[src/rtl/wb_write_scheduler_pkg.sv]
// Shared types and default widths for the write-back scheduler.
package wb_pkg;

   localparam int WB_AW = 5;
   localparam int WB_DW = 64;

   typedef enum logic [1:0] {
      IDLE   = 2'd0,
      LOAD   = 2'd1,
      STROBE = 2'd2
   } wb_state_e;

   typedef struct packed {
      logic [WB_AW-1:0] addr;
      logic [WB_DW-1:0] data;
   } wb_entry_t;

endpackage

[src/rtl/wb_write_scheduler_if.sv]
// Producer handshakes plus register-file write ports of the scheduler.
// master = producers / register file side, slave = the scheduler.
interface wb_write_scheduler_if
   import wb_pkg::*;
#(
   parameter int AW = WB_AW,
   parameter int DW = WB_DW
);

   logic          in_valid_a;
   logic          in_ready_a;
   logic [AW-1:0] in_addr_a;
   logic [DW-1:0] in_data_a;

   logic          in_valid_b;
   logic          in_ready_b;
   logic [AW-1:0] in_addr_b;
   logic [DW-1:0] in_data_b;

   logic [AW-1:0] write_addr_1;
   logic [AW-1:0] write_addr_2;
   logic [DW-1:0] write_data_1;
   logic [DW-1:0] write_data_2;
   logic          write_enable_1;
   logic          write_enable_2;
   logic          busy;

   modport master (
      output in_valid_a, in_addr_a, in_data_a,
      output in_valid_b, in_addr_b, in_data_b,
      input  in_ready_a, in_ready_b,
      input  write_addr_1, write_addr_2, write_data_1, write_data_2,
      input  write_enable_1, write_enable_2, busy
   );

   modport slave (
      input  in_valid_a, in_addr_a, in_data_a,
      input  in_valid_b, in_addr_b, in_data_b,
      output in_ready_a, in_ready_b,
      output write_addr_1, write_addr_2, write_data_1, write_data_2,
      output write_enable_1, write_enable_2, busy
   );

endinterface

[src/rtl/wb_write_scheduler_fifo.sv]
// In-order circular buffer with up to two pushes and two pops per cycle.
// Callers guarantee pushes never exceed free space and pops never exceed count.
module wb_fifo #(
   parameter int DEPTH = 4,
   parameter int EW    = 69
) (
   input  logic                   clk,
   input  logic                   rst,
   input  logic                   push_a_i,
   input  logic [EW-1:0]          entry_a_i,
   input  logic                   push_b_i,
   input  logic [EW-1:0]          entry_b_i,
   input  logic [1:0]             pop_cnt_i,
   output logic [EW-1:0]          head0_o,
   output logic [EW-1:0]          head1_o,
   output logic [$clog2(DEPTH):0] count_o
);

   localparam int PW = $clog2(DEPTH);
   localparam int CW = PW + 1;

   logic [EW-1:0] mem_q [DEPTH];
   logic [PW-1:0] wr_ptr_q, wr_ptr_d, wr_ptr_p1;
   logic [PW-1:0] rd_ptr_q, rd_ptr_d, rd_ptr_p1;
   logic [CW-1:0] count_q, count_d;
   logic [1:0]    n_push;

   assign wr_ptr_p1 = wr_ptr_q + PW'(1);
   assign rd_ptr_p1 = rd_ptr_q + PW'(1);
   assign head0_o   = mem_q[rd_ptr_q];
   assign head1_o   = mem_q[rd_ptr_p1];
   assign count_o   = count_q;

   // Pointer and occupancy next-state; pointers wrap modulo DEPTH.
   always_comb begin
      n_push   = {1'b0, push_a_i} + {1'b0, push_b_i};
      wr_ptr_d = wr_ptr_q + PW'(n_push);
      rd_ptr_d = rd_ptr_q + PW'(pop_cnt_i);
      count_d  = count_q + CW'(n_push) - CW'(pop_cnt_i);
   end

   // Storage write; A takes the older slot when both producers push.
   always_ff @(posedge clk) begin
      if (push_a_i) mem_q[wr_ptr_q] <= entry_a_i;
      if (push_b_i) mem_q[push_a_i ? wr_ptr_p1 : wr_ptr_q] <= entry_b_i;
   end

   // Pointer and count registers.
   always_ff @(posedge clk) begin
      if (rst) begin
         wr_ptr_q <= '0;
         rd_ptr_q <= '0;
         count_q  <= '0;
      end else begin
         wr_ptr_q <= wr_ptr_d;
         rd_ptr_q <= rd_ptr_d;
         count_q  <= count_d;
      end
   end

endmodule

[src/rtl/wb_write_scheduler.sv]
// Write-back scheduler: queues producer results and drives the two
// edge-latched register-file write ports with a one-cycle setup window.
//
// state  | meaning
// IDLE   | enables low, nothing loaded; loads a pair as soon as queue is non-empty
// LOAD   | addr/data stable on the ports; enables rise on the next edge
// STROBE | enables high this cycle; next edge drops them and may load the next pair
module wb_write_scheduler
   import wb_pkg::*;
#(
   parameter int DEPTH = 4,
   parameter int AW    = WB_AW,
   parameter int DW    = WB_DW
) (
   input  logic                 clk,
   input  logic                 rst,
   wb_write_scheduler_if.slave  bus
);

   localparam int CW = $clog2(DEPTH) + 1;

   typedef struct packed {
      logic [AW-1:0] addr;
      logic [DW-1:0] data;
   } entry_t;

   entry_t        entry_a, entry_b, head0, head1;
   logic          push_a, push_b, ready_a, ready_b;
   logic [1:0]    pop_cnt;
   logic [CW-1:0] count;
   logic          pair_ok, do_load;

   wb_state_e     state_q, state_d;
   logic [AW-1:0] addr1_q, addr1_d, addr2_q, addr2_d;
   logic [DW-1:0] data1_q, data1_d, data2_q, data2_d;
   logic          we1_q, we1_d, we2_q, we2_d;
   logic          use2_q, use2_d;

   // Ready looks only at registered occupancy so there is no valid->ready path.
   assign ready_a = (count <= CW'(DEPTH - 1));
   assign ready_b = (count <= CW'(DEPTH - 2));
   assign push_a  = bus.in_valid_a & ready_a;
   assign push_b  = bus.in_valid_b & ready_b;
   assign entry_a = {bus.in_addr_a, bus.in_data_a};
   assign entry_b = {bus.in_addr_b, bus.in_data_b};

   wb_fifo #(
      .DEPTH (DEPTH),
      .EW    ($bits(entry_t))
   ) u_fifo (
      .clk       (clk),
      .rst       (rst),
      .push_a_i  (push_a),
      .entry_a_i (entry_a),
      .push_b_i  (push_b),
      .entry_b_i (entry_b),
      .pop_cnt_i (pop_cnt),
      .head0_o   (head0),
      .head1_o   (head1),
      .count_o   (count)
   );

   // Second slot is used only for a distinct address so same-address writes stay ordered.
   assign pair_ok = (count >= CW'(2)) && (head1.addr != head0.addr);

   // Next-state, pair formation and output next values.
   always_comb begin
      state_d = state_q;
      addr1_d = addr1_q;
      data1_d = data1_q;
      addr2_d = addr2_q;
      data2_d = data2_q;
      use2_d  = use2_q;
      we1_d   = 1'b0;
      we2_d   = 1'b0;
      pop_cnt = 2'd0;
      do_load = 1'b0;

      case (state_q)
         IDLE: begin
            if (count != '0) begin
               do_load = 1'b1;
               state_d = LOAD;
            end
         end
         LOAD: begin
            we1_d   = 1'b1;
            we2_d   = use2_q;
            state_d = STROBE;
         end
         STROBE: begin
            if (count != '0) begin
               do_load = 1'b1;
               state_d = LOAD;
            end else begin
               state_d = IDLE;
            end
         end
         default: state_d = IDLE;
      endcase

      if (do_load) begin
         addr1_d = head0.addr;
         data1_d = head0.data;
         use2_d  = pair_ok;
         pop_cnt = pair_ok ? 2'd2 : 2'd1;
         if (pair_ok) begin
            addr2_d = head1.addr;
            data2_d = head1.data;
         end
      end
   end

   // State and output registers.
   always_ff @(posedge clk) begin
      if (rst) begin
         state_q <= IDLE;
         addr1_q <= '0;
         data1_q <= '0;
         addr2_q <= '0;
         data2_q <= '0;
         we1_q   <= 1'b0;
         we2_q   <= 1'b0;
         use2_q  <= 1'b0;
      end else begin
         state_q <= state_d;
         addr1_q <= addr1_d;
         data1_q <= data1_d;
         addr2_q <= addr2_d;
         data2_q <= data2_d;
         we1_q   <= we1_d;
         we2_q   <= we2_d;
         use2_q  <= use2_d;
      end
   end

   assign bus.in_ready_a     = ready_a;
   assign bus.in_ready_b     = ready_b;
   assign bus.write_addr_1   = addr1_q;
   assign bus.write_data_1   = data1_q;
   assign bus.write_addr_2   = addr2_q;
   assign bus.write_data_2   = data2_q;
   assign bus.write_enable_1 = we1_q;
   assign bus.write_enable_2 = we2_q;
   assign bus.busy           = (count != '0) || (state_q != IDLE);

endmodule
[src/flat_wrapper.sv]
// flat-port wrapper written by rule: the top's interface ports become plain ports
module wb_write_scheduler_flat import wb_pkg::*;
#(
   parameter int DEPTH = 4,
   parameter int AW    = WB_AW,
   parameter int DW    = WB_DW
)
  (clk, rst, bus_in_valid_a, bus_in_addr_a, bus_in_data_a, bus_in_valid_b, bus_in_addr_b, bus_in_data_b, bus_in_ready_a, bus_in_ready_b, bus_write_addr_1, bus_write_addr_2, bus_write_data_1, bus_write_data_2, bus_write_enable_1, bus_write_enable_2, bus_busy);
  wb_write_scheduler_if #(.AW(AW), .DW(DW)) bus_i ();
  input  logic clk;
  input  logic rst;
  input wire logic [$bits(bus_i.in_valid_a)-1:0] bus_in_valid_a;
  input wire logic [$bits(bus_i.in_addr_a)-1:0] bus_in_addr_a;
  input wire logic [$bits(bus_i.in_data_a)-1:0] bus_in_data_a;
  input wire logic [$bits(bus_i.in_valid_b)-1:0] bus_in_valid_b;
  input wire logic [$bits(bus_i.in_addr_b)-1:0] bus_in_addr_b;
  input wire logic [$bits(bus_i.in_data_b)-1:0] bus_in_data_b;
  output wire logic [$bits(bus_i.in_ready_a)-1:0] bus_in_ready_a;
  output wire logic [$bits(bus_i.in_ready_b)-1:0] bus_in_ready_b;
  output wire logic [$bits(bus_i.write_addr_1)-1:0] bus_write_addr_1;
  output wire logic [$bits(bus_i.write_addr_2)-1:0] bus_write_addr_2;
  output wire logic [$bits(bus_i.write_data_1)-1:0] bus_write_data_1;
  output wire logic [$bits(bus_i.write_data_2)-1:0] bus_write_data_2;
  output wire logic [$bits(bus_i.write_enable_1)-1:0] bus_write_enable_1;
  output wire logic [$bits(bus_i.write_enable_2)-1:0] bus_write_enable_2;
  output wire logic [$bits(bus_i.busy)-1:0] bus_busy;
  assign bus_i.in_valid_a = bus_in_valid_a;
  assign bus_i.in_addr_a = bus_in_addr_a;
  assign bus_i.in_data_a = bus_in_data_a;
  assign bus_i.in_valid_b = bus_in_valid_b;
  assign bus_i.in_addr_b = bus_in_addr_b;
  assign bus_i.in_data_b = bus_in_data_b;
  assign bus_in_ready_a = bus_i.in_ready_a;
  assign bus_in_ready_b = bus_i.in_ready_b;
  assign bus_write_addr_1 = bus_i.write_addr_1;
  assign bus_write_addr_2 = bus_i.write_addr_2;
  assign bus_write_data_1 = bus_i.write_data_1;
  assign bus_write_data_2 = bus_i.write_data_2;
  assign bus_write_enable_1 = bus_i.write_enable_1;
  assign bus_write_enable_2 = bus_i.write_enable_2;
  assign bus_busy = bus_i.busy;
  wb_write_scheduler #(.DEPTH(DEPTH), .AW(AW), .DW(DW)) u_core (.clk(clk), .rst(rst), .bus(bus_i));
endmodule
[config.mk]
export PLATFORM = sky130hd
export DESIGN_NAME = wb_write_scheduler_flat
export DESIGN_NICKNAME = d
export VERILOG_FILES = /design/src/rtl/wb_write_scheduler_pkg.sv /design/src/rtl/wb_write_scheduler_if.sv /design/src/rtl/wb_write_scheduler_fifo.sv /design/src/rtl/wb_write_scheduler.sv /design/src/flat_wrapper.sv
export SDC_FILE = /design/constraint.sdc
export NUM_CORES = 1
export LEC_CHECK = 0
export CORE_UTILIZATION = 35
export DETAILED_ROUTE_END_ITERATION = 8
export PLACE_DENSITY_LB_ADDON = 0.3
export SLEW_MARGIN = 10
export SYNTH_ARGS = -nofsm -noshare
export SYNTH_HDL_FRONTEND = slang
export SYNTH_SLANG_ARGS = --single-unit
export TNS_END_PERCENT = 5
[constraint.sdc]
create_clock -name clk -period 9.8 [get_ports clk]
set_clock_uncertainty 0.2 [all_clocks]
set_input_delay 0.98 -clock clk [delete_from_list [all_inputs] [get_ports clk]]
set_output_delay 0.98 -clock clk [all_outputs]
set_load 0.005 [all_outputs]
==> impl_metrics.ini <==
[grt]
grt_use_total_pct = 18.4
grt.overflow.total = 0
grt_pass1_vias = 13800
grt_pass1_wl_um = 85900
antenna_found_initial = 7
grt_max_degree = 114

[timing]
finalMaxSlewViolations = 0
hold_violations = 0
relSlewSlack_pct = 23.4
setup_tns_ns = 0
fmax_mhz = 202
setup_viol = 0
worst_slew_pin_slew_ns = 1.15
rsz0062_at_grt = false
fin_crit_sh_pct = 50.6
post-route-min-period_ns = 4.96

[critical_path]
ff2ff_setup_slack_ns = 4.84
crit_path_max_fanout = 57
timing.rr.start = u_core.u_fifo.rd_ptr_q[0]$_SDFF_PP0_
cpPeakStageDelay_ns = 0.92
critPathCaptureType = flip-flop
cp-endpoint = u_core.u_fifo.count_o[2]$_SDFF_PP0_
cp.arrival_ns = 5.20
slowest_stage = buf_4
cp-start-kind = flip-flop
worstPathRequired_ns = 10.04
crit_chain = buf_4 > mux4_2 > a21oi_1 > a211o_4 > inv_2 > fa_1 > fa_1 > xnor2_1 > xnor2_1 > nor2_1
rr_endpoint = u_core.u_fifo.count_o[2]$_SDFF_PP0_
crit_start = u_core.u_fifo.rd_ptr_q[0]$_SDFF_PP0_
critPathKind = flip-flop to flip-flop
reg2reg_depth = 10

[cells_and_area]
num-nets-final = 1870
instances_no_fill = 2542
area_delta_synth_final_pct = 24.3
drive_gt1_share_pct = 29.9

[routing]
drc = 0
vias_per_cell = 5.17
routed_wl_um = 57200
drt_iter0_markers = 719
wl_per_cell_um = 22.5
ant_nets = 0
vias = 13100
dr.pass1.iters = 4

[yosys]
syn_inst = 1470
ys_warn_count = 0
synth_area_leaders = edfxtp_1 39%, mux4_2 15%, mux2_2 15%
dominantRegCellSynth = edfxtp_1
ys_types = 37
ys_async_sr_fraction_pct = 0
synth_common_cells = 276 x edfxtp_1, 276 x mux2_2, 150 x dfxtp_1, 144 x nand2_1
ys_ff_latch = 426
netlist_area_um2 = 21300
yosysTopAreaCell = edfxtp_1
synth_fp_nets = 1623
synth_top_area_share_pct = 38.9
syn_area_per_cell_um2 = 14.5
synth_edf_count = 276
yosysSeqAreaShare_pct = 53.0

[clock_network]
h-tree-depth = 2
clkTransAtPathRegs_ns = 0.06
numCtsBuffers = 50
cts.sinks = 426
ctsHoldBuffers = 0
cts_tree = built
cts_root_buf = clkbuf_16
cts_buffer_depth = 3
cts_resized = 0
postCtsSetupBuffers = 0
clk_latency_ns = 0.60

[die]
initial_utilization_pct = 35.3
dieHeight_um = 249
die_w_um = 249
dieArea_um2 = 61800
io-pin-count = 285
core_area_um2 = 60200
rows = 90

[worst_hold_path]
min_path_type = flip-flop to flip-flop
hold_depth = 2

[power]
p_leak_uw = 0.00899
powerDensity_nw_per_um2 = 306
ir_worst_vdd_v = 0.000198

[place]
dp_hpwl_um = 34400
io_buffers = 284
place_inst = 2447
gp_congestion = 0.743

[job]
max_cap_violations = 0

[outcome]
status = complete, no violations
flip-flops by register name, indices dropped and copies added (netlist names):
register / cells
u_core.bus.write_addr_1: 5
u_core.bus.write_addr_2: 5
u_core.u_fifo.mem_q: 276
u_core.u_fifo.rd_ptr_q: 2
u_core.use2_q: 1
u_core.u_fifo.count_o: 3
u_core.state_q: 2
u_core.bus.write_enable_2: 1
u_core.bus.write_enable_1: 1
u_core.u_fifo.wr_ptr_q: 2
u_core.bus.write_data_1: 64
u_core.bus.write_data_2: 64
power by group:
group,internal (uW),leakage [uW],switching [uW]
registers,2670,0.00379,377
logic,1600,0.00438,1520
clock network,1150,0.000827,757
total,5430,0.00899,2660
cells by family after synthesis:
logic type | after synthesis | share of synthesized area, %
muxes | 490 | 32.9
DFF | 426 | 53.0
and+or+nand+nor | 317 | 7.44
buffers and inverters | 118 | 2.82
AOI/OAI and AO/OA | 87 | 2.21
xor gates and xnor gates | 21 | 0.864
adders and majority gates | 11 | 0.717
per-stage QoR:
step / util, % / setup WS [ns] / power, uW / instance area (um2) / hold slack [ns]
2_1_floorplan: - / 5.86 / 4950 / 21300 / 0.223
3_3_place_gp: 41.1 / 4.83 / 6220 / 24800 / 0.238
3_5_place_dp: 41.1 / 4.78 / 6280 / 24800 / 0.246
4_1_cts: 43.9 / 4.75 / 8230 / 26500 / 0.254
5_1_grt: 43.9 / 4.44 / 8540 / 26500 / 0.270
6_report: 43.9 / 4.84 / 8090 / 26500 / 0.253
layout by cell type, fill, tap and decap left out, drive strengths merged, types with 3 or more instances in the layout:
cell             n
clkdlybuf4s50  283
mux2           277
edfxtp         276
dfxtp          150
nand2          144
mux4           140
nand2b         140
a21oi           74
mux2i           73
clkbuf          72
buf             19
clkinv          15
nor2            14
xor2            12
inv             12
xnor2            9
ha               9
nor2b            6
bufinv           5
nor3             3
nand3            3
a21o             3
layer usage:
layer  share of wire [%]  wire length, um  global-route usage [%]
met1                  41            23700                    22.5
met2                  52            29700                    32.8
met3                 4.1             2340                    3.35
met4                 2.3             1340                    5.45
met5                0.12               66                       0
how the worst min path moves through the flow:
stage | from | to
after global placement | u_core.state_q[1]$_SDFFE_PP0P_ | u_core.state_q[1]$_SDFFE_PP0P_
after detailed placement | u_core.bus.write_data_1[10]$_SDFFE_PP0N_ | u_core.bus.write_data_1[10]$_SDFFE_PP0N_
after CTS | u_core.bus.write_data_1[10]$_SDFFE_PP0N_ | u_core.bus.write_data_1[10]$_SDFFE_PP0N_
after global routing | u_core.bus.write_data_1[50]$_SDFFE_PP0N_ | u_core.bus.write_data_1[50]$_SDFFE_PP0N_
final | u_core.bus.write_data_1[10]$_SDFFE_PP0N_ | u_core.bus.write_data_1[10]$_SDFFE_PP0N_
after floorplan | u_core.state_q[1]$_SDFFE_PP0P_ | u_core.state_q[1]$_SDFFE_PP0P_
worst max-delay path: cells and delay by family, from the launching register on:
kind,cells,cell delay (ns)
XOR/XNOR,2,0.34
multiplexers,1,0.61
AO/OA/AOI/OAI,2,0.74
flip-flops,1,0.84
buffers and inverters,2,1.02
AND/OR/NAND/NOR,1,0.05
adder cells (fa/ha/maj),2,0.88
area by class of cell:
class	instances	area, um2
diodes	2	5.00
clock buffers	72	1450
clock inverters	21	229
fillers	5390	33800
inverters	11	41.3
multi-input cells	926	9480
flip-flops and latches	426	11300
well taps	782	978
repair buffers	302	2980
Note: power is estimated with default switching activity, not from simulation.
